### src/rtl/bit_shift_ctrl.sv
// Button-driven 8-bit LED shift register; edges saturate instead of rotating.
// Latency: button sampled high at edge k moves bits at edge k+2.
// Backpressure: none; one shift per press, extra presses at an edge are dropped.
module bit_shift_ctrl #(
    parameter logic [7:0] START_BITS = 8'b00011000
) (
    input  logic        clk,
    input  logic        reset,
    input  logic [23:0] buttons,
    output logic [7:0]  bits
);

    logic [1:0] s1_q, s2_q, prev_q;
    logic [1:0] rise;
    logic [7:0] bits_q, bits_d;

    // Only the two shift buttons are wired; the rest of the row is reserved.
    logic unused_buttons;
    assign unused_buttons = ^buttons[23:2];

    always_ff @(posedge clk) begin
        if (reset) begin
            s1_q   <= 2'b00;
            s2_q   <= 2'b00;
            prev_q <= 2'b00;
            bits_q <= START_BITS;
        end else begin
            s1_q   <= buttons[1:0];
            s2_q   <= s1_q;
            prev_q <= s2_q;
            bits_q <= bits_d;
        end
    end

    always_comb begin
        bits_d = bits_q;
        rise   = s2_q & ~prev_q;
        // A shift that would drop a set bit is suppressed, as is a double press.
        case (rise)
            2'b01:   if (!bits_q[0]) bits_d = bits_q >> 1;
            2'b10:   if (!bits_q[7]) bits_d = bits_q << 1;
            default: bits_d = bits_q;
        endcase
    end

    assign bits = bits_q;

endmodule

### config.mk
export PLATFORM = sky130hd
export DESIGN_NAME = bit_shift_ctrl
export DESIGN_NICKNAME = d
export VERILOG_FILES = /design/src/rtl/bit_shift_ctrl.sv
export SDC_FILE = /design/constraint.sdc
export NUM_CORES = 1
export LEC_CHECK = 0
export CAP_MARGIN = 5
export CORE_MARGIN = 8
export CORE_UTILIZATION = 39
export CTS_CLUSTER_SIZE = 14
export DETAILED_ROUTE_END_ITERATION = 8
export HOLD_SLACK_MARGIN = 0.02
export PLACE_DENSITY = 0.81
export SETUP_SLACK_MARGIN = 0.3
export SLEW_MARGIN = 10
export SYNTH_ARGS = -nofsm -noshare
export SYNTH_HDL_FRONTEND = slang
export SYNTH_SLANG_ARGS = --single-unit
### constraint.sdc
create_clock -name clk -period 4.1 [get_ports clk]
set_clock_uncertainty 0.1 [all_clocks]
set_input_delay 0.82 -clock clk [delete_from_list [all_inputs] [get_ports clk]]
set_output_delay 0.82 -clock clk [all_outputs]
set_load 0.005 [all_outputs]
==> results.yml, run 1 <==
sta:
  setup_viol: 0
  finalCritPeriodShare_pct: 53.8
  final_hold_viol_count: 0
  min_period_ns: 2.21
  finalSetupTns_ns: 0
  tightest_slew_ns: 0.495
  slew_viol_final: 0
  postLayoutSetupSlackWorst_ns: 1.89
  relSlewSlack_pct: 66.9
  clock.fmax_mhz: 453
  rsz0062_at_grt: "no"
critical_path:
  cp.arrival_ns: 1.29
  crit_fanout: 8
  crit_required_ns: 3.18
  critPathKind: "reg2out"
  critPathSlowestCell: "clkdlybuf4s50_1"
  path_delay_family: "buffers and inverters"
  crit_chain: "clkdlybuf4s50_1"
  cp_num_buf_inv: 1
  cpPeakStageDelay_ns: 0.55
  end_kind: "output port"
  start_kind: "flip-flop"
cells_and_area:
  multi_input_area_um2: 303
  diodes: 0
  nets: 98
  final_common_cell: "dfxtp_1"
  final_cell_mix: "dfxtp_1, clkdlybuf4s50_1, nor2b_1, nor3_2"
  drive_above_1_share_pct: 19.7
  register_area_um2: 280
  area_growth_pct: 25.9
  fillers: 145
  fin_area_um2: 753
detailed_routing:
  wl_per_cell_um: 12.2
  vias_per_cell: 5.38
  dr.pass1.iters: 3
  vias: 468
  drc: 0
  finalWirelength_um: 1070
  drt.antenna.violating_nets: 0
  drtIter0Drc: 8
hold_path:
  min_path_type: "reg2reg"
clocking:
  clock_sinks: 14
  h-tree-depth: 1
  clkTransAtPathRegs_ns: 0.09
  cts_tree: "built"
  cts_buffer_depth: 2
  cts_inserted_buffers: 3
  postCtsResizedCells: 0
  hold_buffers: 0
  post_cts_buffers: 0
  root_buffer: "clkbuf_4"
  clk_latency_ns: 0.28
placement:
  gp_congestion: 0.738
  port_buffers: 11
  pre_cts_slack_ns: 1.86
  dpl_cell_area_um2: 717
global_routing:
  gr-total-overflow: 0
  grt_pass1_wl_um: 1730
  track_usage_pct: 7.77
  grt_max_degree: 15
  antenna_found_initial: 0
  grt_pass1_vias: 422
die:
  rows: 14
  die-area_um2: 3040
  die_y_um: 55.2
  die_w_um: 55.2
  initial_utilization_pct: 40.6
  core_um2: 1470
  ioPinCount: 34
synthesis:
  ys_ff_latch: 14
  ys_warn_count: 0
  syn_nets: 83
  netlist_instances: 57
  avgSynthCellArea_um2: 10.5
  syn_area_um2: 598
  ys_seq_area_share_pct: 46.9
  synth.distinct_cells: 27
pwr:
  p_seq_share_pct: 52.5
  ir_drop_mv: 0.203
  internal-power_uw: 217
  p_leak_nw: 0.279
  power_switching_uw: 65.9
  combPwrFrac_pct: 12.0
  clkPwrFrac_pct: 35.5
  p_per_area_nw_per_um2: 375
  p_sw_share_pct: 23.3
outcome:
  run_status: "finished, final reports clean"
run:
  drv_cap: 0
flip-flops by register name (all words and copies together), names as in the netlist:
signal and cells:
s2_q 2, bits 8, prev_q 2, s1_q 2
layout make-up:
| cell class | instances | area share, % |
|---|---|---|
| sequential | 14 | 37.2 |
| tap | 16 | 2.66 |
| multi-input combinational | 41 | 40.2 |
| timing repair buffer | 11 | 14.6 |
| clock buffer | 4 | 4.82 |
| inverter | 1 | 0.498 |
per-layer routing:
layer	part of all wire (%)	global-route usage, %
met5	0	0
met4	3.0	6.00
met3	7.8	2.67
met2	43	12.1
met1	46	8.42
metrics by stage:
stage | hold slack (ns) | util (%) | cells | total power [mW]
6_report | 0.342 | 51.2 | 87 | 0.283
5_1_grt | 0.360 | 51.2 | 87 | 0.295
4_1_cts | 0.348 | 51.2 | 87 | 0.285
3_5_place_dp | 0.327 | 48.7 | 83 | 0.186
3_3_place_gp | 0.321 | 48.7 | 83 | 0.185
2_1_floorplan | 0.314 | - | 57 | 0.172
logic make-up (layout without fill, tap and decap cells):
kind of cell	Yosys count	after routing	synth area share, %
DFF	14	14	46.9
AOI/OAI and AO/OA	15	15	17.2
buffers and inverters	2	16	2.51
and+or+nand+nor	26	26	33.5
synth_stat cells:
cell | count | area (um2)
nor2_8 | 1 | 20.0
nor3b_1 | 1 | 7.51
a221o_1 | 2 | 20.0
a21o_1 | 2 | 15.0
inv_1 | 1 | 3.75
or3_1 | 1 | 6.26
o21bai_1 | 1 | 7.51
nand2b_4 | 1 | 13.8
nand3_1 | 1 | 5.00
dfxtp_1 | 14 | 280
o22ai_1 | 3 | 18.8
nor2b_2 | 1 | 8.76
a21oi_1 | 1 | 5.00
or3b_4 | 1 | 11.3
o21ai_0 | 2 | 10.0
nand2b_2 | 1 | 8.76
a31oi_1 | 1 | 6.26
and2b_2 | 1 | 8.76
o21ai_1 | 1 | 5.00
nor2b_1 | 6 | 37.5
o21a_1 | 1 | 7.51
nor3_1 | 3 | 15.0
buf_6 | 1 | 11.3
nor2_1 | 3 | 11.3
and2_1 | 1 | 6.26
nor3_2 | 4 | 40.0
a22oi_1 | 1 | 7.51
final timing paths:
kind	to	start	cells past startpoint	slack, ns
hold / removal	s2_q[0]$_SDFF_PP0_	s1_q[0]$_SDFF_PP0_	1	0.34
setup reg to reg	bits[2]$_SDFFE_PP0P_	bits[0]$_SDFFE_PP0P_	4	2.66
hold reg to reg	s2_q[0]$_SDFF_PP0_	s1_q[0]$_SDFF_PP0_	1	0.34
setup / recovery	bits[7]	bits[7]$_SDFFE_PP0P_	1	1.89
worst reg2reg max path, stage by stage, from the launching register on:
cell      delay, ns
dfxtp_1        0.35
or3b_4         0.46
nand2b_4       0.17
o22ai_1        0.18
nor3_2         0.06
power groups by stage:
stage	logic [mW]	clock network, mW	registers (mW)
global route	0.0370	0.108	0.150
CTS	0.0346	0.103	0.148
global placement	0.0340	0	0.151
finish	0.0340	0.100	0.148
detailed placement	0.0345	0	0.151
floorplan	0.0208	0	0.151
Note: power is estimated with default switching activity, not from simulation.
==> run 2, diff against run 1 <==
--- a/config.mk
+++ b/config.mk
@@ -7,11 +7,11 @@
 export LEC_CHECK = 0
 export CAP_MARGIN = 5
 export CORE_MARGIN = 8
-export CORE_UTILIZATION = 39
+export CORE_UTILIZATION = 36
 export CTS_CLUSTER_SIZE = 14
 export DETAILED_ROUTE_END_ITERATION = 8
 export HOLD_SLACK_MARGIN = 0.02
-export PLACE_DENSITY = 0.81
+export PLACE_DENSITY = 0.75
 export SETUP_SLACK_MARGIN = 0.3
 export SLEW_MARGIN = 10
 export SYNTH_ARGS = -nofsm -noshare
==> constraint.sdc (replaced) <==
create_clock -name clk -period 2.1 [get_ports clk]
set_clock_uncertainty 0.1 [all_clocks]
set_input_delay 0.42 -clock clk [delete_from_list [all_inputs] [get_ports clk]]
set_output_delay 0.42 -clock clk [all_outputs]
set_load 0.005 [all_outputs]
==> run 2 against run 1 <==
Count of clock-buffer cells in the layout did not move. Largest cell class unchanged. Sequential share of layout area decreased by 0.16 points. Worst hold slack better by 0.0010 ns.
==> results.yml, run 2 (same netlist as run 1, synthesis figures left out) <==
outcome:
  run_status: "finished, final reports clean"
clocking:
  hold_buffers: 0
  clk_latency_ns: 0.27
  cts_tree: "built"
  clkTransAtPathRegs_ns: 0.08
  cts_buffer_depth: 2
  clock_sinks: 14
  root_buffer: "clkbuf_4"
  postCtsResizedCells: 1
  h-tree-depth: 1
  post_cts_buffers: 0
  cts_inserted_buffers: 3
sta:
  tightest_slew_ns: 0.360
  min_period_ns: 1.72
  finalCritPeriodShare_pct: 81.9
  relSlewSlack_pct: 75.9
  setup_viol: 0
  hold_slack_ns: 0.343
  slew_viol_final: 0
  finalSetupTns_ns: 0
  rsz0062_at_grt: "no"
  clock.fmax_mhz: 582
  final_hold_viol_count: 0
cells_and_area:
  diodes: 0
  post-route-util_pct: 49.5
  nets: 99
  area_growth_pct: 27.6
  final_cell_mix: "dfxtp_1, clkdlybuf4s50_1, nor2b_1, nor3_2"
  largest_reg_flops: 8
  drive_above_1_share_pct: 23.6
  final_common_cell: "dfxtp_1"
die:
  core_um2: 1540
  die-area_um2: 3220
  ioPinCount: 34
  initial_utilization_pct: 38.8
  die_w_um: 56.8
  die_y_um: 56.8
  rows: 14
detailed_routing:
  drt.antenna.violating_nets: 0
  dr.pass1.iters: 4
  vias_per_cell: 5.40
  vias: 475
  finalWirelength_um: 1090
  wl_per_cell_um: 12.4
  drc: 0
  drtIter0Drc: 3
critical_path:
  crit_path_start: "bits[2]$_SDFFE_PP0P_"
  cp.arrival_ns: 1.20
  path_delay_family: "buffers and inverters"
  crit_required_ns: 1.58
  r2r_start: "bits[0]$_SDFFE_PP0P_"
  critPathSlowestCell: "clkdlybuf4s50_1"
  crit_chain: "clkdlybuf4s50_1"
  cpPeakStageDelay_ns: 0.53
  crit_fanout: 4
  critPathKind: "reg2out"
  end_kind: "output port"
  cp_num_buf_inv: 1
  start_kind: "flip-flop"
global_routing:
  grtUsageMet3_pct: 2.47
  grt.busiest_layer: "met2"
  gr-total-overflow: 0
  grt_pass1_wl_um: 1880
  grt_util_met1_pct: 8.15
  use_met2_pct: 10.8
  grt_pass1_vias: 446
  grt_max_degree: 13
  antenna_found_initial: 0
  track_usage_pct: 7.07
placement:
  gp_congestion: 0.734
  port_buffers: 11
  dp_hpwl_um: 816
pwr:
  p_sw_share_pct: 22.5
  p_per_area_nw_per_um2: 717
  clkPwrFrac_pct: 34.5
  p_seq_share_pct: 52.9
  power_switching_uw: 123
  combPwrFrac_pct: 12.5
  p_leak_nw: 0.285
  internal-power_uw: 424
  ir_drop_mv: 0.366
run:
  drv_cap: 0
hold_path:
  worstHoldStart: "s1_q[0]$_SDFF_PP0_"
  min_path_type: "reg2reg"
[run 2: power by group through the flow]
stage | combinational, mW | clock [mW] | sequential (mW)
global route | 0.0749 | 0.213 | 0.292
finish | 0.0685 | 0.189 | 0.290
CTS | 0.0697 | 0.197 | 0.290
floorplan | 0.0406 | 0 | 0.294
detailed placement | 0.0696 | 0 | 0.296
global placement | 0.0683 | 0 | 0.295
[run 2: stage by stage]
| stage | worst slack, ns | cells | power, mW | instance area, um2 |
|---|---|---|---|---|
| floorplan | 0.738 | 57 | 0.335 | 598 |
| global placement | 0.590 | 84 | 0.364 | 724 |
| detailed placement | 0.563 | 84 | 0.365 | 724 |
| CTS | 0.329 | 88 | 0.556 | 762 |
| global route | 0.334 | 88 | 0.579 | 763 |
| finish | 0.381 | 88 | 0.547 | 763 |
[run 2: worst paths after layout]
check | end | slack [ns] | depth (start not counted)
setup / recovery | bits[2] | 0.38 | 1
hold / removal | s2_q[0]$_SDFF_PP0_ | 0.34 | 1
setup reg to reg | bits[5]$_SDFFE_PP0P_ | 0.69 | 4
hold reg to reg | s2_q[0]$_SDFF_PP0_ | 0.34 | 1
[run 2: layout make-up]
type | count | area, um2
Multi-Input combinational cell | 41 | 303
Clock buffer | 4 | 36.3
Tap cell | 16 | 20.0
Sequential cell | 14 | 283
Inverter | 1 | 3.75
Fill cell | 154 | 778
Timing Repair Buffer | 12 | 118
[run 2: per-layer routing]
metal  wire length, um  vias up
met1               518      223
met2               485       11
met5                 0        -
met3                57        5
li1                  -      236
met4                27        0
==> run 3, diff against run 2 <==
==> constraint.sdc (replaced) <==
create_clock -name clk -period 1.6 [get_ports clk]
set_clock_uncertainty 0.1 [all_clocks]
set_input_delay 0.32 -clock clk [delete_from_list [all_inputs] [get_ports clk]]
set_output_delay 0.32 -clock clk [all_outputs]
set_load 0.005 [all_outputs]
==> run 3 against run 2 <==
Routed wire length grew 19%. Highest routed layer unchanged. Largest cell class unchanged. Die area unchanged. Largest power group unchanged. Utilization rose by 8.9 points.
==> results.yml, run 3 (same netlist as run 1, synthesis figures left out) <==
sta:
  tightest_slew_ns: 0.315
  rsz0062_at_grt: "yes"
  finalSetupTns_ns: 0
  relSlewSlack_pct: 78.9
  finalCritPeriodShare_pct: 90.3
  final_hold_viol_count: 0
  setup_viol: 0
  min_period_ns: 1.44
  clock.fmax_mhz: 692
  slew_viol_final: 0
critical_path:
  reg2reg_slack_ns: 0.16
  path_delay_family: "simple AND/OR/NAND/NOR gates"
  critPathKind: "reg2reg"
  regToRegEndpoint: "bits[1]$_SDFFE_PP0P_"
  end_kind: "flip-flop"
  crit_fanout: 3
  cp.arrival_ns: 1.52
  cpPeakStageDelay_ns: 0.41
  start_kind: "flip-flop"
  crit_chain: "buf_6 > or3b_4 > nand2b_4 > o22ai_2 > nor3_2"
  critPathSlowestCell: "or3b_4"
  rr_worst_depth: 5
  r2r_start: "bits[0]$_SDFFE_PP0P_"
  crit_required_ns: 1.68
  cp_num_buf_inv: 1
clocking:
  cts_tree: "built"
  cts_buffer_depth: 2
  h-tree-depth: 1
  clk_latency_ns: 0.28
  clock_sinks: 14
  clkTransAtPathRegs_ns: 0.09
  root_buffer: "clkbuf_4"
  cts_inserted_buffers: 3
  hold_buffers: 0
global_routing:
  grt_pass1_wl_um: 2290
  grt.busiest_layer: "met2"
  grt_util_met1_pct: 8.55
  antenna_found_initial: 0
  use_met2_pct: 14.7
  gr-total-overflow: 0
  grt_max_degree: 11
  grtUsageMet3_pct: 5.62
  track_usage_pct: 8.91
  grt_pass1_vias: 534
hold_path:
  hold_end: "s2_q[0]$_SDFF_PP0_"
  min_path_type: "reg2reg"
  hold_depth: 1
  worstHoldStart: "s1_q[0]$_SDFF_PP0_"
detailed_routing:
  drc: 0
  drtIter0Drc: 2
  vias: 524
  drt.antenna.violating_nets: 0
  wl_per_cell_um: 13.1
  vias_per_cell: 5.29
  dr.pass1.iters: 3
  finalWirelength_um: 1290
die:
  ioPinCount: 34
  die_y_um: 56.8
  core_um2: 1540
  initial_utilization_pct: 38.8
  rows: 14
  die-area_um2: 3220
  die_w_um: 56.8
placement:
  gp_congestion: 0.712
  dp_hpwl_um: 846
  port_buffers: 11
cells_and_area:
  largest_reg_flops: 8
  diodes: 0
  nets: 110
  final_cell_mix: "buf_4, dfxtp_2, clkdlybuf4s15_1, nor2b_1, dfxtp_1"
  fillers: 143
  drive_above_1_share_pct: 49.4
  post-route-util_pct: 58.4
  area_growth_pct: 50.6
  final_common_cell: "buf_4"
pwr:
  ir_drop_mv: 0.568
  total_power_uw: 746
  p_leak_nw: 0.361
  p_per_area_nw_per_um2: 828
run:
  drv_cap: 0
outcome:
  run_status: "finished, final reports clean"
-- run 3: cell count changes in the layout (fill, tap and decap cells not counted), moves of 3 or more --
cell and change:
buf_4 +10, clkdlybuf4s15_1 +7, clkdlybuf4s50_1 -8, dfxtp_1 -6
dfxtp_2 +5, o22ai_1 -3, o22ai_2 +3
-- run 3: per-layer routing --
metal / wire, um / part of all wire, % / vias up
met1: 532 / 41 / 251
met2: 657 / 51 / 11
met5: 0 / 0 / -
li1: - / - / 260
met3: 86 / 6.7 / 2
met4: 16 / 1.2 / 0
-- run 3: area by class of cell --
cell class	instances	area, um2	share of cell area (%)
clock buffers	4	36.3	4.03
inverters	1	3.75	0.417
well taps	16	20.0	2.22
flip-flops and latches	14	293	32.5
repair buffers	23	199	22.1
multi-input cells	41	349	38.8
-- run 3: worst max-delay path by stage --
| stage | from | to | cells past startpoint |
|---|---|---|---|
| 3_3_place_gp | reset | bits[4]$_SDFFE_PP1P_ | 3 |
| 2_1_floorplan | bits[0]$_SDFFE_PP0P_ | bits[5]$_SDFFE_PP0P_ | 4 |
| 3_5_place_dp | reset | bits[3]$_SDFFE_PP1P_ | 3 |
| 5_1_grt | bits[0]$_SDFFE_PP0P_ | bits[1]$_SDFFE_PP0P_ | 5 |
| 4_1_cts | bits[0]$_SDFFE_PP0P_ | bits[1]$_SDFFE_PP0P_ | 5 |
| 6_report | bits[0]$_SDFFE_PP0P_ | bits[1]$_SDFFE_PP0P_ | 5 |
-- run 3: per-stage QoR --
step / worst slack (ns) / hold WS, ns / std cells / cell area, um2
after floorplan: 0.280 / 0.292 / 57 / 621
after global placement: 0.114 / 0.326 / 85 / 754
after detailed placement: 0.106 / 0.330 / 85 / 754
after CTS: 0.141 / 0.357 / 99 / 878
after global routing: 0.114 / 0.383 / 99 / 901
final: 0.155 / 0.352 / 99 / 901
-- run 3: what timing repair did --
| item | in CTS | in global routing |
|---|---|---|
| setup buffers | 10 | 0 |
| setup endpoints to repair | 14 | 15 |
| pin swaps | 5 | 2 |
| gates resized for setup | 18 | 13 |
-- run 3: power by group --
| group | internal, mW | switching [mW] |
|---|---|---|
| Clock | 0.138 | 0.113 |
| Sequential | 0.366 | 0.00846 |
| Combinational | 0.0677 | 0.0531 |
